<file path="config.mk">
export PLATFORM = sky130hd
export DESIGN_NAME = spi_flash_read_seq
export DESIGN_NICKNAME = d
export VERILOG_FILES = /design/src/rtl/spi_flash_read_seq.sv
export SDC_FILE = /design/constraint.sdc
export NUM_CORES = 1
export LEC_CHECK = 0
export ABC_AREA = 1
export CAP_MARGIN = 20
export CORE_ASPECT_RATIO = 2
export CORE_UTILIZATION = 55
export DETAILED_ROUTE_END_ITERATION = 7
export GPL_ROUTABILITY_DRIVEN = 0
export GPL_TIMING_DRIVEN = 0
export HOLD_SLACK_MARGIN = 0.05
export PLACE_DENSITY = 0.95
export SLEW_MARGIN = 10
export SYNTH_ARGS = -nofsm -noshare
export SYNTH_HDL_FRONTEND = slang
export SYNTH_SLANG_ARGS = --single-unit
</file>
<file path="constraint.sdc">
create_clock -name clk_in -period 3.4 [get_ports clk_in]
set_clock_uncertainty 0.05 [all_clocks]
set_input_delay 0.34 -clock clk_in [delete_from_list [all_inputs] [get_ports clk_in]]
set_output_delay 0.34 -clock clk_in [all_outputs]
set_load 0.02 [all_outputs]
</file>
<file path="src/rtl/spi_flash_read_seq.sv">
// Serial-flash READ sequencer driving an spi_master byte engine: cmd, 24-bit address,
// optional dummy byte, then N data bytes in one CS-low frame. Define FAST_READ_EN for fast read.
module spi_flash_read_seq #(
    parameter logic [7:0] READ_CMD  = 8'h03,
    parameter logic [7:0] FAST_CMD  = 8'h0B,
    parameter logic [7:0] FILL_BYTE = 8'hFF,
    parameter int         LEN_W     = 16
) (
    input  logic             clk_in,
    input  logic             reset,
    input  logic             start,
    input  logic [23:0]      addr,
    input  logic [LEN_W-1:0] length,
    output logic             ready,
    output logic [7:0]       rd_data,
    output logic             rd_valid,
    output logic             done,
    output logic             spi_enabled,
    output logic [7:0]       spi_data_in,
    output logic             spi_continue_rw,
    input  logic             spi_busy,
    input  logic [7:0]       spi_data_out
);

`ifdef FAST_READ_EN
    localparam bit FAST_SEL = 1'b1;
    localparam logic [2:0] HDR = 3'd5;
`else
    localparam bit FAST_SEL = 1'b0;
    localparam logic [2:0] HDR = 3'd4;
`endif
    localparam logic [7:0] CMD_BYTE = FAST_SEL ? FAST_CMD : READ_CMD;

    typedef enum logic [1:0] {ST_IDLE, ST_XFER, ST_FINISH} state_t;

    state_t           state_q, state_d;
    logic             ready_q, ready_d;
    logic [7:0]       rd_data_q, rd_data_d;
    logic             rd_valid_q, rd_valid_d;
    logic             done_q, done_d;
    logic             spi_enabled_q, spi_enabled_d;
    logic [7:0]       spi_data_in_q, spi_data_in_d;
    logic             spi_continue_rw_q, spi_continue_rw_d;
    logic             busy_dly_q, busy_dly_d;
    logic [2:0]       hdr_idx_q, hdr_idx_d;
    logic [LEN_W-1:0] rem_q, rem_d;
    logic [23:0]      addr_q, addr_d;
    logic [7:0]       hdr_next;
    logic             byte_done;

    // hdr_idx_q is the header byte currently on the wire; HDR means data phase
    always_comb begin
        hdr_next = FILL_BYTE;
        case (hdr_idx_q)
            3'd0:    hdr_next = addr_q[23:16];
            3'd1:    hdr_next = addr_q[15:8];
            3'd2:    hdr_next = addr_q[7:0];
`ifdef FAST_READ_EN
            3'd3:    hdr_next = 8'h00;
`endif
            default: hdr_next = FILL_BYTE;
        endcase
    end

    assign byte_done = busy_dly_q && !spi_busy;

    always_comb begin
        state_d           = state_q;
        ready_d           = ready_q;
        rd_data_d         = rd_data_q;
        rd_valid_d        = 1'b0;
        done_d            = 1'b0;
        spi_enabled_d     = spi_enabled_q;
        spi_data_in_d     = spi_data_in_q;
        spi_continue_rw_d = 1'b0;
        busy_dly_d        = spi_busy;
        hdr_idx_d         = hdr_idx_q;
        rem_d             = rem_q;
        addr_d            = addr_q;

        case (state_q)
            ST_IDLE: begin
                if (start) begin
                    if (length != '0) begin
                        addr_d        = addr;
                        rem_d         = length;
                        hdr_idx_d     = 3'd0;
                        spi_data_in_d = CMD_BYTE;
                        spi_enabled_d = 1'b1;
                        ready_d       = 1'b0;
                        state_d       = ST_XFER;
                    end else begin
                        done_d = 1'b1;
                    end
                end
            end
            ST_XFER: begin
                if (byte_done) begin
                    if (hdr_idx_q == HDR) begin
                        rd_data_d  = spi_data_out;
                        rd_valid_d = 1'b1;
                    end
                    // rem_q counts data bytes not yet started, so a full-scale length never wraps
                    if (hdr_idx_q < HDR - 3'd1) begin
                        spi_data_in_d     = hdr_next;
                        spi_continue_rw_d = 1'b1;
                        hdr_idx_d         = hdr_idx_q + 3'd1;
                    end else if (rem_q != '0) begin
                        spi_data_in_d     = FILL_BYTE;
                        spi_continue_rw_d = 1'b1;
                        rem_d             = rem_q - LEN_W'(1);
                        hdr_idx_d         = HDR;
                    end else begin
                        spi_enabled_d = 1'b0;
                        state_d       = ST_FINISH;
                    end
                end
            end
            ST_FINISH: begin
                done_d  = 1'b1;
                ready_d = 1'b1;
                state_d = ST_IDLE;
            end
            default: begin
                spi_enabled_d = 1'b0;
                ready_d       = 1'b1;
                state_d       = ST_IDLE;
            end
        endcase
    end

    always_ff @(posedge clk_in) begin
        if (reset) begin
            state_q           <= ST_IDLE;
            ready_q           <= 1'b1;
            rd_data_q         <= 8'h00;
            rd_valid_q        <= 1'b0;
            done_q            <= 1'b0;
            spi_enabled_q     <= 1'b0;
            spi_data_in_q     <= 8'hFF;
            spi_continue_rw_q <= 1'b0;
            busy_dly_q        <= 1'b0;
            hdr_idx_q         <= 3'd0;
            rem_q             <= '0;
            addr_q            <= 24'h000000;
        end else begin
            state_q           <= state_d;
            ready_q           <= ready_d;
            rd_data_q         <= rd_data_d;
            rd_valid_q        <= rd_valid_d;
            done_q            <= done_d;
            spi_enabled_q     <= spi_enabled_d;
            spi_data_in_q     <= spi_data_in_d;
            spi_continue_rw_q <= spi_continue_rw_d;
            busy_dly_q        <= busy_dly_d;
            hdr_idx_q         <= hdr_idx_d;
            rem_q             <= rem_d;
            addr_q            <= addr_d;
        end
    end

    assign ready           = ready_q;
    assign rd_data         = rd_data_q;
    assign rd_valid        = rd_valid_q;
    assign done            = done_q;
    assign spi_enabled     = spi_enabled_q;
    assign spi_data_in     = spi_data_in_q;
    assign spi_continue_rw = spi_continue_rw_q;

endmodule

</file>
==> results.md <==
* Layout cells sized above 1 at 6.05%
* Number of global-route vias before repair at 4011
* Fin Setup TNS at 0 ps
* Worst Path Max Fanout at 10
* Worst skew pair latency at 340 ps
* Synth cell types at 29
* Die height at 114 um
* Maximum number of pins on one net before global-route repair at 11
* Placed cell count at 684
* DR vias/cell at 5.63
* Finished Layout Cells at 696
* Post-DP HPWL at 7510 um
* Worst slew pin tran at 580 ps
* Mapped Cells at 529
* Max VDD drop at 0.000461 V
* Endpoint type of the worst setup path: flop
* First-pass GRT wire length at 17600 um
* Post-CTS setup buffer count at 0
* # H-tree levels at 3
* Mapped cell area at 3460 um2
* CTS clock-pin slew for the worst setup and hold paths at 50 ps
* Chip width at 58.1 um
* CTS tree: done
* Vias at 3915
* Mapped Nets at 586
* CTS Sinks at 67
* Crit path time final at 2000 ps
* Final wirelength at 10500 um
* Hold buffers post-CTS at 0
* Total gr overflow at 0
* N_diodes at 0
* Boundary Pins at 73
* Number of antenna violations at the first check in global routing at 0
* Final Setup Violations at 0
* Clock tree buffer depth at 2
* Power, Total at 4.02 mW
* Ys Warns at 0
* Mean Syn Cell Area at 6.55 um2
* FF-to-FF setup slack at 1400 ps
* Core region area at 6060 um2
* Die ar. at 6640 um2
* Part of the cycle the worst path needs at 58.9%
* Setup Crit Path Kind: flop to flop
* Cell Rows at 40
* Area fraction of the dominant cell type after synthesis at 38.7%
* Crit path DAT at 2220 ps
* CTS Buf Count at 9
* Area contributors post-synth: dfxtp_1 39%, nand2_1 15%, nor2_1 10%
* All-Layer GR Usage at 34.7%
* Final hold viol count at 0
* Final Worst Setup Slack at 1400 ps
* Post-synth EDFFs at 0
* Hold Slack at 278 ps
* Final Max Tran Viols at 0
* Routed Antenna Nets at 0
* Primary FF master, synth: dfxtp_1
* PostCTS Resize Cnt at 0
* DRC errors left at 0
* Ys async rst share at 0%
* Unrepaired setup endpoints after global routing: no
* Status: finished, final reports clean
* CTS Root Cell: clkbuf_16
* HP Class: primary input to flop
* Synth-to-Final Area Change at 31.0%
* Worst rel slew slack at 61.3%
* Synth Register Bits at 67
* Fmax achieved at 499 MHz
* Leakage power at 1.91 nW
* Power per cell area at 886 nW/um2
* Most frequent cell after synthesis: nand2_1
* Seq/Total Area, Yosys at 38.7%
* WP data required at 3610 ps
* Max Cap Viol at 0
* Pre-antenna DRT Iters at 5
* Startpoint Class: flop
* Port Buf Inserts at 71
* Initial Utilization at 57.2%
* Top cells by count, synth: 142 x nand2_1, 93 x nor2_1, 67 x dfxtp_1
* Largest area contributor in the netlist: dfxtp_1
* Per-cell routed wire length at 15.1 um
* First DRT Iteration DRCs at 445
* # nets final at 668
* Worst slack at placement at 1120 ps
## final cells by class
type                    count  area, um2
inverters                  38        143
repair buffers             71        711
plain buffers              23        111
multi-input cells         401       1870
fillers                   433       1520
flip-flops and latches     67       1340
clock buffers              12        256
well taps                  84        105
## registers in the layout (all words and copies together), names as in the netlist
register         count
rem_q               16
rd_data              8
spi_continue_rw      1
done                 1
rd_valid             1
spi_data_in          8
addr_q              24
ready                1
state_q              2
spi_enabled          1
busy_dly_q           1
hdr_idx_q            3
## worst max-delay path, cell delays in order (launching register included)
cell and delay [ps]:
dfxtp_1 360, inv_1 120, ha_1 150, clkbuf_1 350
nand3_1 390, inv_1 320, nor2_1 60, nor2_1 120
## power by group
| part | switching (mW) | total, mW | internal [mW] |
|---|---|---|---|
| logic | 1.33 | 2.03 | 0.701 |
| registers | 0.173 | 1.16 | 0.983 |
| clock network | 0.318 | 0.834 | 0.516 |
| total | 1.82 | 4.02 | 2.20 |
## metrics by stage
stage | cell area, um2 | utilization, %
floorplan | 3460 | -
global placement | 4280 | 70.7
global route | 4540 | 74.9
finish | 4540 | 74.9
detailed placement | 4280 | 70.7
CTS | 4540 | 74.9
## layout by cell type (no fill, tap or decap), types with 9 or more instances in the layout
master,synthesis,routed
a21oi_1,36,36
clkbuf_1,15,16
clkbuf_16,0,9
clkdlybuf4s50_1,0,71
dfxtp_1,67,67
inv_1,34,34
nand2_1,142,142
nand3_1,66,66
nor2_1,93,93
o21ai_0,23,23
## metal layers
| layer | part of all wire (%) | vias to the layer above | GRT usage [%] |
|---|---|---|---|
| li1 | - | 1880 | - |
| met1 | 34 | 1790 | 33.4 |
| met2 | 55 | 191 | 63.0 |
| met3 | 5.5 | 54 | 6.78 |
| met4 | 5.5 | 0 | 24.4 |
| met5 | 0 | - | 0 |
## cells by family (layout without fill, tap and decap cells)
family | count (synthesis) | count (layout) | share of synthesized area, %
buffers and inverters | 61 | 144 | 7.33
XOR/XNOR | 1 | 1 | 0.253
AND/OR/NAND/NOR | 322 | 322 | 40.5
flip-flops | 67 | 67 | 38.7
AO/OA/AOI/OAI | 73 | 73 | 11.4
adder cells (fa/ha/maj) | 5 | 5 | 1.81
## path summary, 6_finish.rpt
check / from / end / cells after the start
min: reset / addr_q[0] / 2
max reg2reg: hdr_idx_q[0] / rd_data[5] / 7
min reg2reg: spi_data_in[0] / spi_data_in[0] / 2
max: hdr_idx_q[0] / rd_data[5] / 7
Note: power is estimated with default switching activity, not from simulation.
